<file path="config.mk">
export PLATFORM = sky130hd
export DESIGN_NAME = updown_bcd_counter_fnd
export DESIGN_NICKNAME = d
export VERILOG_FILES = /design/src/rtl/fnd_pkg.sv /design/src/rtl/updown_bcd_counter_fnd_if.sv /design/src/rtl/btn_cond.sv /design/src/rtl/updown_bcd_counter_fnd.sv
export SDC_FILE = /design/constraint.sdc
export NUM_CORES = 1
export LEC_CHECK = 0
export CAP_MARGIN = 25
export CORE_UTILIZATION = 40
export CTS_BUF_LIST = sky130_fd_sc_hd__clkbuf_16
export DETAILED_ROUTE_END_ITERATION = 7
export GPL_TIMING_DRIVEN = 0
export HOLD_SLACK_MARGIN = 0.1
export RECOVER_POWER = 25
export SLEW_MARGIN = 20
export SYNTH_ARGS = -nofsm -noshare
export SYNTH_HDL_FRONTEND = slang
export SYNTH_HIERARCHICAL = 1
export SYNTH_SLANG_ARGS = --single-unit
</file>
<file path="constraint.sdc">
create_clock -name clk -period 5.14 [get_ports clk]
set_input_delay 0.771 -clock clk [delete_from_list [all_inputs] [get_ports clk]]
set_output_delay 0.771 -clock clk [all_outputs]
set_load 0.005 [all_outputs]
</file>
<file path="src/rtl/fnd_pkg.sv">
`default_nettype none
// ============================================================================
//  Module      : fnd_pkg
//  Description : Shared constants and the 7-segment decode table for the
//                up/down BCD counter with multiplexed FND display.
//  Revision    : 1.0 - initial release
// ============================================================================
package fnd_pkg;

    // Bit position of the decimal point inside seg_7 = {dp,g,f,e,d,c,b,a}
    localparam int SEG_DP = 7;

    // Digit-enable values (active-low): nothing selected / digit 0 selected
    localparam logic [3:0] COM_IDLE  = 4'b1111;
    localparam logic [3:0] COM_RESET = 4'b1110;

    // Segment value shown while in reset: digit "0", dp dark
    localparam logic [7:0] SEG_RESET = 8'hC0;

    // All seven segments dark (active-low)
    localparam logic [6:0] SEG_BLANK = 7'h7F;

    // Active-low {g,f,e,d,c,b,a} pattern for a decimal digit; non-decimal
    // codes blank the digit instead of showing a hex glyph.
    function automatic logic [6:0] seg_decode(input logic [3:0] digit);
        logic [6:0] seg;
        case (digit)
            4'd0:    seg = 7'h40;
            4'd1:    seg = 7'h79;
            4'd2:    seg = 7'h24;
            4'd3:    seg = 7'h30;
            4'd4:    seg = 7'h19;
            4'd5:    seg = 7'h12;
            4'd6:    seg = 7'h02;
            4'd7:    seg = 7'h78;
            4'd8:    seg = 7'h00;
            4'd9:    seg = 7'h10;
            default: seg = SEG_BLANK;
        endcase
        return seg;
    endfunction

endpackage
`default_nettype wire

</file>
<file path="src/rtl/updown_bcd_counter_fnd_if.sv">
`default_nettype none
// ============================================================================
//  Module      : updown_bcd_counter_fnd_if
//  Description : Button conditioning link: raw button level in, one-cycle
//                debounced rising-edge pulse out.
//  Revision    : 1.0 - initial release
// ============================================================================
interface updown_bcd_counter_fnd_if;

    logic raw;
    logic pulse;

    // Consumer side: supplies the raw button and receives the pulse
    modport master (output raw, input pulse);

    // Conditioner side
    modport slave  (input raw, output pulse);

endinterface
`default_nettype wire

</file>
<file path="src/rtl/btn_cond.sv">
`default_nettype none
// ============================================================================
//  Module      : btn_cond
//  Description : Two-flop synchroniser, counting debouncer and rising-edge
//                pulse generator for one asynchronous push button.
//  Revision    : 1.0 - initial release
// ============================================================================
module btn_cond #(
    parameter int DB_CYC = 1_000_000
) (
    input  wire logic                   clk,
    input  wire logic                   reset_n,
    updown_bcd_counter_fnd_if.slave     btn
);

    localparam int             CNT_W    = (DB_CYC > 1) ? $clog2(DB_CYC) : 1;
    localparam logic [CNT_W-1:0] CNT_LAST = CNT_W'(DB_CYC - 1);

    logic             sync1_q;
    logic             sync2_q;
    logic             level_q;
    logic             level_d;
    logic             pulse_q;
    logic             pulse_d;
    logic [CNT_W-1:0] cnt_q;
    logic [CNT_W-1:0] cnt_d;

    // Debounce: count consecutive samples that differ from the accepted
    // level; the level follows only after DB_CYC of them in a row.
    always_comb begin
        cnt_d   = cnt_q;
        level_d = level_q;
        pulse_d = 1'b0;
        if (sync2_q == level_q) begin
            cnt_d = '0;
        end else if (cnt_q == CNT_LAST) begin
            cnt_d   = '0;
            level_d = sync2_q;
            pulse_d = sync2_q;
        end else begin
            cnt_d = cnt_q + CNT_W'(1);
        end
    end

    // Synchroniser, debounce state and pulse register
    always_ff @(posedge clk) begin
        if (!reset_n) begin
            sync1_q <= 1'b0;
            sync2_q <= 1'b0;
            level_q <= 1'b0;
            pulse_q <= 1'b0;
            cnt_q   <= '0;
        end else begin
            sync1_q <= btn.raw;
            sync2_q <= sync1_q;
            level_q <= level_d;
            pulse_q <= pulse_d;
            cnt_q   <= cnt_d;
        end
    end

    assign btn.pulse = pulse_q;

endmodule
`default_nettype wire

</file>
<file path="src/rtl/updown_bcd_counter_fnd.sv">
`default_nettype none
// ============================================================================
//  Module      : updown_bcd_counter_fnd
//  Description : Button-controlled up/down BCD counter with prescaler and a
//                multiplexed active-low 7-segment (FND) display driver.
//  Revision    : 1.0 - initial release
// ============================================================================
module updown_bcd_counter_fnd
    import fnd_pkg::*;
#(
    parameter int DIGITS   = 4,
    parameter int TICK_DIV = 50_000_000,
    parameter int SCAN_DIV = 100_000,
    parameter int DB_CYC   = 1_000_000
) (
    input  wire logic                  clk,
    input  wire logic                  reset_n,
    input  wire logic                  btn_dir,
    input  wire logic                  btn_run,
    input  wire logic                  btn_clr,
    output logic [4*DIGITS-1:0]        count_bcd,
    output logic                       dir,
    output logic                       run,
    output logic                       carry,
    output logic                       borrow,
    output logic [3:0]                 com,
    output logic [7:0]                 seg_7
);

    localparam int                 CNT_W      = 4 * DIGITS;
    localparam int                 PRESC_W    = (TICK_DIV > 1) ? $clog2(TICK_DIV) : 1;
    localparam logic [PRESC_W-1:0] PRESC_LAST = PRESC_W'(TICK_DIV - 1);
    localparam int                 SCAN_W     = (SCAN_DIV > 1) ? $clog2(SCAN_DIV) : 1;
    localparam logic [SCAN_W-1:0]  SCAN_LAST  = SCAN_W'(SCAN_DIV - 1);
    localparam logic [1:0]         IDX_LAST   = 2'(DIGITS - 1);

    // ------------------------------------------------------------------
    // Button conditioning
    // ------------------------------------------------------------------
    updown_bcd_counter_fnd_if dir_btn_if ();
    updown_bcd_counter_fnd_if run_btn_if ();
    updown_bcd_counter_fnd_if clr_btn_if ();

    assign dir_btn_if.raw = btn_dir;
    assign run_btn_if.raw = btn_run;
    assign clr_btn_if.raw = btn_clr;

    btn_cond #(.DB_CYC(DB_CYC)) u_btn_dir (.clk(clk), .reset_n(reset_n), .btn(dir_btn_if));
    btn_cond #(.DB_CYC(DB_CYC)) u_btn_run (.clk(clk), .reset_n(reset_n), .btn(run_btn_if));
    btn_cond #(.DB_CYC(DB_CYC)) u_btn_clr (.clk(clk), .reset_n(reset_n), .btn(clr_btn_if));

    logic dir_pulse;
    logic run_pulse;
    logic clr_pulse;

    assign dir_pulse = dir_btn_if.pulse;
    assign run_pulse = run_btn_if.pulse;
    assign clr_pulse = clr_btn_if.pulse;

    // ------------------------------------------------------------------
    // State
    // ------------------------------------------------------------------
    logic [CNT_W-1:0]   count_q,   count_d;
    logic               dir_q,     dir_d;
    logic               run_q,     run_d;
    logic               carry_q,   carry_d;
    logic               borrow_q,  borrow_d;
    logic [PRESC_W-1:0] presc_q,   presc_d;
    logic [SCAN_W-1:0]  scan_cnt_q, scan_cnt_d;
    logic [1:0]         scan_idx_q, scan_idx_d;
    logic [3:0]         com_q,     com_d;
    logic [7:0]         seg_q,     seg_d;

    logic               tick;
    logic [CNT_W-1:0]   step_val;
    logic               step_wrap;
    logic [3:0]         digit_sel;

    // Prescaler: free-runs only while counting, tick on its last value
    always_comb begin
        tick    = run_q && (presc_q == PRESC_LAST);
        presc_d = presc_q;
        if (clr_pulse) begin
            presc_d = '0;
        end else if (run_q) begin
            presc_d = tick ? '0 : presc_q + PRESC_W'(1);
        end
    end

    // One BCD step in the current direction; step_wrap survives only if
    // every digit rolled over (9->0 going up, 0->9 going down).
    always_comb begin
        step_val  = count_q;
        step_wrap = 1'b1;
        for (int i = 0; i < DIGITS; i++) begin
            if (step_wrap) begin
                if (dir_q) begin
                    if (step_val[i*4 +: 4] == 4'd9) begin
                        step_val[i*4 +: 4] = 4'd0;
                    end else begin
                        step_val[i*4 +: 4] = step_val[i*4 +: 4] + 4'd1;
                        step_wrap          = 1'b0;
                    end
                end else begin
                    if (step_val[i*4 +: 4] == 4'd0) begin
                        step_val[i*4 +: 4] = 4'd9;
                    end else begin
                        step_val[i*4 +: 4] = step_val[i*4 +: 4] - 4'd1;
                        step_wrap          = 1'b0;
                    end
                end
            end
        end
    end

    // Counter update: clear wins over a coincident tick; the tick always
    // uses the direction held before any same-cycle toggle.
    always_comb begin
        count_d  = count_q;
        carry_d  = 1'b0;
        borrow_d = 1'b0;
        dir_d    = dir_pulse ? ~dir_q : dir_q;
        run_d    = run_pulse ? ~run_q : run_q;
        if (clr_pulse) begin
            count_d = '0;
        end else if (tick) begin
            count_d  = step_val;
            carry_d  = step_wrap &  dir_q;
            borrow_d = step_wrap & ~dir_q;
        end
    end

    // Scan slot timer and digit index
    always_comb begin
        scan_cnt_d = scan_cnt_q + SCAN_W'(1);
        scan_idx_d = scan_idx_q;
        if (scan_cnt_q == SCAN_LAST) begin
            scan_cnt_d = '0;
            scan_idx_d = (scan_idx_q == IDX_LAST) ? 2'd0 : scan_idx_q + 2'd1;
        end
    end

    // Display decode for the active slot; com and seg are registered
    // together so they always change on the same edge.
    always_comb begin
        digit_sel = 4'd0;
        for (int i = 0; i < DIGITS; i++) begin
            if (scan_idx_q == 2'(i)) begin
                digit_sel = count_q[i*4 +: 4];
            end
        end
        com_d             = COM_IDLE;
        com_d[scan_idx_q] = 1'b0;
        seg_d             = {1'b1, seg_decode(digit_sel)};
        if ((scan_idx_q == 2'd0) && !dir_q) begin
            seg_d[SEG_DP] = 1'b0;
        end
    end

    // State registers
    always_ff @(posedge clk) begin
        if (!reset_n) begin
            count_q    <= '0;
            dir_q      <= 1'b1;
            run_q      <= 1'b1;
            carry_q    <= 1'b0;
            borrow_q   <= 1'b0;
            presc_q    <= '0;
            scan_cnt_q <= '0;
            scan_idx_q <= 2'd0;
            com_q      <= COM_RESET;
            seg_q      <= SEG_RESET;
        end else begin
            count_q    <= count_d;
            dir_q      <= dir_d;
            run_q      <= run_d;
            carry_q    <= carry_d;
            borrow_q   <= borrow_d;
            presc_q    <= presc_d;
            scan_cnt_q <= scan_cnt_d;
            scan_idx_q <= scan_idx_d;
            com_q      <= com_d;
            seg_q      <= seg_d;
        end
    end

    assign count_bcd = count_q;
    assign dir       = dir_q;
    assign run       = run_q;
    assign carry     = carry_q;
    assign borrow    = borrow_q;
    assign com       = com_q;
    assign seg_7     = seg_q;

endmodule
`default_nettype wire

</file>
==> impl_metrics.env <==
export IMPL_synthFlopType="dfxtp_1"
export IMPL_finalMaxSlewViolations=0
export IMPL_syn2layout_area_growth_pct=16.5
export IMPL_postRouteAntennaNets=0
export IMPL_numCtsBuffers=17
export IMPL_initial_utilization_pct=41.4
export IMPL_yosys_area_top_type_share_pct=41.2
export IMPL_clockBufferDepth=2
export IMPL_synth_commonest_cells="dfxtp_1, nor2_1, nand2_1, xnor2_1, nand3_1"
export IMPL_dr_pass1_iters=4
export IMPL_die_h_um=136
export IMPL_grt_max_degree=18
export IMPL_nets=913
export IMPL_fillers=1722
export IMPL_dp_hpwl_um=10600
export IMPL_seq_area_um2=2980
export IMPL_worst_pin_slew_ns=0.860
export IMPL_r2r_start="scan_idx_q[0]$_SDFFE_PN0N_"
export IMPL_die_area_um2=18600
export IMPL_crit_start="reset_n"
export IMPL_fin_crit_ns=2.95
export IMPL_ir_worst_vdd_mv=0.225
export IMPL_stdcell_area_um2=8430
export IMPL_synth_seq_cells=149
export IMPL_synth_edf_count=0
export IMPL_drive_gt1_share_pct=8.26
export IMPL_avgSynthCellArea_um2=8.58
export IMPL_drtIter0Drc=281
export IMPL_max_cap_violations=0
export IMPL_placed_area_um2=7880
export IMPL_synth_area_leaders="dfxtp_1, xnor2_1, nor2_1"
export IMPL_clock_skew_ns=0.00779
export IMPL_status="completed"
export IMPL_grt_overflow_total=0
export IMPL_wl_per_cell_um=13.5
export IMPL_p_per_area_nw_per_um2=292
export IMPL_portBuffers=36
export IMPL_multi_input_area_um2=4000
export IMPL_wirelength_um=15200
export IMPL_p_leak_nw=2.65
export IMPL_max_freq_ghz=0.339
export IMPL_setup_viol=0
export IMPL_min_from="u_btn_dir/sync1_q$_SDFF_PN0_"
export IMPL_rows=48
export IMPL_final_hold_viol_count=0
export IMPL_rsz0062_at_grt="no"
export IMPL_viasPerCell=5.24
export IMPL_cts_tree="built"
export IMPL_cts_sinks=149
export IMPL_cts_htree_levels=4
export IMPL_crit_type="primary input to flip-flop"
export IMPL_path_clk_slew_ns=0.06
export IMPL_cp_data_required_time_ns=5.47
export IMPL_syn_nets=858
export IMPL_postCtsSetupBuffers=0
export IMPL_core_area_um2=17500
export IMPL_holdWs_ns=0.438
export IMPL_yosys_area_top_type="dfxtp_1"
export IMPL_tns_ns=0
export IMPL_grt_usage_pct=17.1
export IMPL_cp_data_arrival_time_ns=3.28
export IMPL_synthArstFlopShare_pct=0
export IMPL_root_buffer="clkbuf_16"
export IMPL_synth_cell_area_um2=7240
export IMPL_synth_cell_types=65
export IMPL_drc=0
export IMPL_seq_area_frac_synth_pct=41.2
export IMPL_yosysMostFrequentCell="dfxtp_1"
export IMPL_gp_congestion=0.795
export IMPL_post_cts_resized=0
export IMPL_crit_path_end_kind="flip-flop"
export IMPL_r2r_cells=7
export IMPL_startpoint_type="primary input"
export IMPL_hold_path_class="flip-flop to flip-flop"
export IMPL_grt_first_pass_wirelength_um=25300
export IMPL_crit_fanout=17
export IMPL_io_pins=37
export IMPL_finalCritPeriodShare_pct=57.4
export IMPL_ctsHoldBuffers=0
export IMPL_clock_latency_ns=0.42
export IMPL_slew_headroom_pct=42.3
export IMPL_netlist_instances=843
export IMPL_antenna_found_initial=0
export IMPL_grt_pass1_vias=5357
export IMPL_dr_total_vias=5932
export IMPL_ys_warn_count=13
export IMPL_antenna_cells=0
export IMPL_hold_depth=1
export IMPL_die_w_um=136
## worst max-delay path, stage by stage
cell and delay (ns):
dlygate4sd3_1 0.93, clkinv_1 0.45, nor2_1 0.26, clkbuf_1 0.40, o31ai_1 0.14, o21bai_1 0.18
o22ai_1 0.14
## power breakdown
group / leakage, nW / internal [mW] / switching (mW)
sequential: 1.20 / 1.16 / 0.00557
clock: 0.281 / 0.796 / 0.459
combinational: 1.17 / 0.0116 / 0.0231
total: 2.65 / 1.97 / 0.488
## cells by family (layout without fill, tap and decap cells)
family,count (synthesis),after routing,synth area share [%]
buffers and inverters,54,119,3.35
xor gates and xnor gates,87,87,10.5
adders and majority gates,10,10,1.73
and+or+nand+nor,416,416,31.0
AOI/OAI and AO/OA,120,120,11.2
DFF,149,149,41.2
muxes,7,7,0.986
## per-stage QoR
step | utilization [%] | worst slack (ns) | power [mW] | cells
after floorplan | - | 3.16 | 1.21 | 843
after global placement | 45.1 | 1.70 | 1.23 | 1104
after detailed placement | 45.1 | 1.72 | 1.23 | 1104
after CTS | 48.4 | 2.14 | 2.50 | 1133
after global routing | 48.2 | 1.91 | 2.55 | 1133
final | 48.2 | 2.19 | 2.46 | 1133
## cell type report
class | instances | share of cell area (%)
Multi-Input combinational cell | 640 | 47.4
Sequential cell | 149 | 35.4
Clock buffer | 17 | 5.05
Timing Repair Buffer | 36 | 4.28
Tap cell | 225 | 3.34
Buffer | 40 | 1.97
Clock inverter | 12 | 1.94
Inverter | 14 | 0.624
## routing by layer
metal | track usage, % | share of wire [%]
met1 | 22.9 | 51
met4 | 5.62 | 0.96
met3 | 4.04 | 3.4
met5 | 0 | 0
met2 | 27.0 | 45
## worst paths after layout
check / end / slack, ns
hold reg to reg: u_btn_dir/sync2_q$_SDFF_PN0_ / 0.44
setup / recovery: count_bcd[2]$_SDFFE_PP0N_ / 2.19
hold / removal: u_btn_dir/sync2_q$_SDFF_PN0_ / 0.44
setup reg to reg: seg_7[1]$_SDFF_PN0_ / 2.78
## sequential cells by signal (all words and copies together) (netlist names), 2 cells and up
signal / flops
u_btn_dir/cnt_q: 20
count_bcd: 16
presc_q: 26
scan_idx_q: 2
u_btn_run/cnt_q: 20
com: 4
scan_cnt_q: 17
u_btn_clr/cnt_q: 20
seg_7: 8
## cells in the final DEF (no fill, tap or decap), types with 7 or more instances in the layout
cell / n
clkdlybuf4s50_1: 30
clkbuf_16: 17
clkbuf_1: 26
and4_1: 7
nor4_1: 18
nand4_1: 19
inv_1: 13
and3_1: 12
ha_1: 10
a211oi_1: 8
nand3b_1: 8
o21ai_0: 28
nand2b_1: 8
dfxtp_1: 149
o31ai_1: 15
nor3_1: 22
nand3_1: 54
nor2_1: 129
xnor2_1: 59
or4_1: 18
xor2_1: 28
or3_1: 10
a21oi_1: 31
buf_2: 10
nand2_1: 60
(Power assumes the default switching activity.)
